==> src/rtl/ram_be_clr.sv <==
// Single-port synchronous RAM with byte-lane write enables, a registered read
// port with a one-cycle valid pulse, selectable read-during-write behaviour and
// a clear sequencer that sweeps zeros through the whole array.
module ram_be_clr #(
    parameter int ADDR_WIDTH     = 6,
    parameter int DATA_WIDTH     = 32,
    parameter int READ_MODE      = 0,
    parameter int CLEAR_ON_RESET = 1
) (
    input  logic                      clk,
    input  logic                      reset,
    input  logic                      write_en,
    input  logic [DATA_WIDTH/8-1:0]   byte_en,
    input  logic                      read_en,
    input  logic [ADDR_WIDTH-1:0]     adr,
    input  logic [DATA_WIDTH-1:0]     din,
    input  logic                      clear,
    output logic                      ready,
    output logic [DATA_WIDTH-1:0]     dout,
    output logic                      dout_valid
);

    localparam int DEPTH = 2 ** ADDR_WIDTH;
    localparam int NB    = DATA_WIDTH / 8;

    typedef enum logic {
        S_CLEAR = 1'b0,
        S_IDLE  = 1'b1
    } state_t;

    localparam state_t RST_STATE = (CLEAR_ON_RESET != 0) ? S_CLEAR : S_IDLE;
    localparam logic [ADDR_WIDTH-1:0] LAST_ADR = {ADDR_WIDTH{1'b1}};

    // Array contents are deliberately outside the reset domain.
    logic [DATA_WIDTH-1:0] mem [DEPTH];

    state_t                state_q, state_d;
    logic [ADDR_WIDTH-1:0] cnt_q, cnt_d;
    logic                  ready_q, ready_d;
    logic [DATA_WIDTH-1:0] dout_q, dout_d;
    logic                  dout_valid_q, dout_valid_d;

    logic                  mem_we;
    logic [ADDR_WIDTH-1:0] mem_adr;
    logic [DATA_WIDTH-1:0] mem_wdata;
    logic [DATA_WIDTH-1:0] rd_word;
    logic [DATA_WIDTH-1:0] merged;

    assign rd_word = mem[adr];

    // Merge the enabled byte lanes of din over the currently stored word.
    always_comb begin
        merged = rd_word;
        for (int i = 0; i < NB; i++) begin
            if (byte_en[i]) begin
                merged[8*i +: 8] = din[8*i +: 8];
            end
        end
    end

    // State, sweep counter and output registers; reset leaves the array alone.
    always_ff @(posedge clk or posedge reset) begin
        if (reset) begin
            state_q      <= RST_STATE;
            cnt_q        <= '0;
            ready_q      <= (CLEAR_ON_RESET == 0);
            dout_q       <= '0;
            dout_valid_q <= 1'b0;
        end else begin
            state_q      <= state_d;
            cnt_q        <= cnt_d;
            ready_q      <= ready_d;
            dout_q       <= dout_d;
            dout_valid_q <= dout_valid_d;
        end
    end

    // Next state: sweep until the last address is written, clear request restarts it.
    always_comb begin
        state_d = state_q;
        cnt_d   = cnt_q;
        case (state_q)
            S_CLEAR: begin
                cnt_d = cnt_q + 1'b1;
                if (cnt_q == LAST_ADR) begin
                    state_d = S_IDLE;
                end
            end
            S_IDLE: begin
                if (clear) begin
                    state_d = S_CLEAR;
                    cnt_d   = '0;
                end
            end
            default: begin
                state_d = RST_STATE;
                cnt_d   = '0;
            end
        endcase
    end

    // Outputs: array port control and registered read data; clear beats reads/writes.
    always_comb begin
        mem_we       = 1'b0;
        mem_adr      = adr;
        mem_wdata    = merged;
        ready_d      = (state_d == S_IDLE);
        dout_d       = dout_q;
        dout_valid_d = 1'b0;
        case (state_q)
            S_CLEAR: begin
                mem_we    = 1'b1;
                mem_adr   = cnt_q;
                mem_wdata = '0;
            end
            S_IDLE: begin
                if (!clear) begin
                    mem_we = write_en;
                    if (read_en) begin
                        dout_d       = ((READ_MODE != 0) && write_en) ? merged : rd_word;
                        dout_valid_d = 1'b1;
                    end
                end
            end
            default: begin
                mem_we = 1'b0;
            end
        endcase
    end

    // Single write port into the array.
    always_ff @(posedge clk) begin
        if (mem_we) begin
            mem[mem_adr] <= mem_wdata;
        end
    end

    assign ready      = ready_q;
    assign dout       = dout_q;
    assign dout_valid = dout_valid_q;

endmodule

==> config.mk <==
export PLATFORM = sky130hd
export DESIGN_NAME = ram_be_clr
export DESIGN_NICKNAME = d
export VERILOG_FILES = /design/src/rtl/ram_be_clr.sv
export SDC_FILE = /design/constraint.sdc
export NUM_CORES = 2
export LEC_CHECK = 0
export BUFFER_PORTS_ARGS = -buffer_cell sky130_fd_sc_hd__buf_2
export CAP_MARGIN = 20
export CORE_UTILIZATION = 27
export CTS_CLUSTER_DIAMETER = 200
export DETAILED_ROUTE_END_ITERATION = 10
export PLACE_DENSITY = 0.52
export SKIP_CTS_REPAIR_TIMING = 1
export SLEW_MARGIN = 25
export SYNTH_ARGS = -nofsm -noshare
export SYNTH_HDL_FRONTEND = slang
export SYNTH_SLANG_ARGS = --single-unit
==> constraint.sdc <==
create_clock -name clk -period 8.5 [get_ports clk]
set_input_delay 0.425 -clock clk [delete_from_list [all_inputs] [get_ports clk]]
set_output_delay 0.425 -clock clk [all_outputs]
set_load 0.02 [all_outputs]
==> flow_summary.json <==
{
  "outcome": "finished clean",
  "dieArea_mm2": 0.3025,
  "wire_per_inst_um": 28.46,
  "path_clk_slew_ps": 70,
  "drc_errors": 0,
  "clockBufferDepth": 3,
  "p_leak_uw": 0.03157,
  "yosysWarnings": 0,
  "place_area_mm2": 0.08733,
  "arrival_ps": 4830,
  "postLayoutCellArea_mm2": 0.09349,
  "tightest_slew_ps": 1082,
  "synth_area_mm2": 0.08108,
  "place.gp.congestion": 0.7765,
  "grt_pass1_wl_um": 343000,
  "max_cap_viol_count": 0,
  "crit_required_ps": 9090,
  "dp_hpwl_um": 130200,
  "dp.cells": 8411,
  "path_class": "in -> reg",
  "start_util_pct": 27.23,
  "port_buffers": 80,
  "p_per_area_mw_per_mm2": 250.1,
  "clock.fmax_mhz": 235.7,
  "hold_slack_ps": 119.7,
  "routed-wl-met2_um": 116100,
  "syn_area_per_cell_um2": 18.06,
  "cts-buffers-inserted": 197,
  "wl_met3_um": 17920,
  "final_cell_mix": "edfxtp_1, mux2i_1, clkbuf_16, a22oi_1, nand2_1",
  "core_area_mm2": 0.2978,
  "fin_skew_ps": 31.00,
  "slew_headroom_pct": 27.41,
  "crit_fanout": 109,
  "nFillCells": 28740,
  "wl_met1_um": 109800,
  "io_pins": 81,
  "rsz0062_at_grt": "no",
  "chipHeight_um": 550.0,
  "start_kind": "input port",
  "drt.antenna.violating_nets": 0,
  "routed_wl_um": 249800,
  "viasPerCell": 5.036,
  "grt_max_degree": 110,
  "async_reset_ff_share_pct": 1.916,
  "grt.total_usage_pct": 16.16,
  "htree_levels": 4,
  "layout_commonest_cell": "edfxtp_1",
  "syn_to_final_growth_pct": 15.31,
  "period_minus_slack_ps": 4243,
  "routed.top_layer": "met4",
  "vias": 44200,
  "cts-root-buf": "clkbuf_16",
  "rows": 200,
  "end_kind": "flip-flop",
  "synth-edff-count": 2048,
  "r2r_setup_slack_ps": 4430,
  "hold_viol_final": 0,
  "syn_nets": 4538,
  "tns_ps": 0,
  "period_share_pct": 49.92,
  "drv_slew": 0,
  "drive_above_1_share_pct": 14.76,
  "ir_drop_uv": 166.1,
  "cts_tree": "yes",
  "drt_iter0_drc": 4757,
  "grt-ovfl-total": 0,
  "die_w_um": 550.0,
  "synth-seq-cells": 2088,
  "synth.distinct_cells": 53,
  "antenna_found_initial": 9,
  "final-setup-viol-count": 0,
  "cts_sinks": 2088,
  "netlist_instances": 4490,
  "layout.cells.non_filler": 8778,
  "firstDrtPassIters": 5,
  "hold_class": "in -> reg",
  "grt_pass1_vias": 42360,
  "yosys_most_used_dff": "edfxtp_1",
  "synth_seq_area_share_pct": 77.09,
  "nets": 4721,
  "insertion_delay_ps": 820
}
==> path summary, 6_finish.rpt <==
kind	from	endpoint	depth (start not counted)
max reg2reg	ready$_DFF_PP0_	mem[54][20]$_DFFE_PP_	7
max in group asynchronous	reset	dout[12]$_DFFE_PP0P_	4
min	din[28]	mem[13][28]$_DFFE_PP_	3
min in group asynchronous	reset	dout[6]$_DFFE_PP0P_	4
max	adr[2]	mem[55][11]$_DFFE_PP_	10
min reg2reg	dout[21]$_DFFE_PP0P_	dout[21]$_DFFE_PP0P_	2
==> cell families after synthesis <==
logic type	synth area share (%)
AND/OR/NAND/NOR	3.079
flip-flops	77.09
adder cells (fa/ha/maj)	0.01543
AO/OA/AOI/OAI	5.128
XOR/XNOR	0.02161
multiplexers	12.99
buffers and inverters	1.676
==> area by class of cell <==
type | count | area, um2 | share of cell area (%)
multi-input combinational | 2135 | 18130 | 19.40
timing repair buffer | 245 | 1763 | 1.886
inverter | 6 | 23.77 | 0.02543
clock buffer | 248 | 5268 | 5.635
tap | 3939 | 4928 | 5.272
clock inverter | 115 | 867.1 | 0.9275
sequential | 2088 | 62500 | 66.85
antenna | 2 | 5.005 | 0.005353
==> flip-flops by register name, summed over array words and instances (netlist names) <==
register / flops
dout: 32
mem: 2048
ready: 1
cnt_q: 6
dout_valid: 1
==> layer usage <==
metal / GRT usage [%] / vias to the layer above
met5: 0 / -
met1: 22.82 / 23740
li1: - / 18420
met3: 2.738 / 286
met4: 4.070 / 0
met2: 25.75 / 1751
==> Yosys cell counts, drive strengths merged (19+ instances only) <==
cell,number,area (um2)
edfxtp,2048,61500
mux2i,878,8788
buf,184,1047
a22oi,177,1329
nand2,175,656.9
o21ai,151,755.7
o22ai,145,907.1
nor2,132,498.0
nand3,96,480.5
clkbuf,77,289.0
mux4,72,1622
a21oi,51,255.2
dfrtp,40,1001
nand4,31,193.9
nor3,26,130.1
nor4,23,143.9
o211ai,23,172.7
o22a,21,183.9
nor2b,19,118.9
==> where the power goes <==
group / total [uW] / internal, uW / leakage [uW] / switching [uW]
Combinational: 2520 / 584 / 0.00901 / 1940
Sequential: 12300 / 12100 / 0.0195 / 234
Clock: 8530 / 4710 / 0.00302 / 3820
Total: 23400 / 17400 / 0.0316 / 5990
==> through the flow <==
step,utilization (%),total power [uW],worst slack [ps]
detailed placement,29.33,15070,3472
finish,31.39,23380,4257
floorplan,-,13730,3415
CTS,31.39,23530,4339
global route,31.39,24090,4088
global placement,29.31,15030,3489
==> worst max-delay path: stages <==
cell and delay [ps]:
buf_12 500, buf_12 560, buf_4 880, mux2i_1 200, o22ai_1 190, nor4_1 80, o211ai_1 140, o21ai_1 180
o21ai_4 680, buf_4 420
Power figures use the tool's default switching activity.
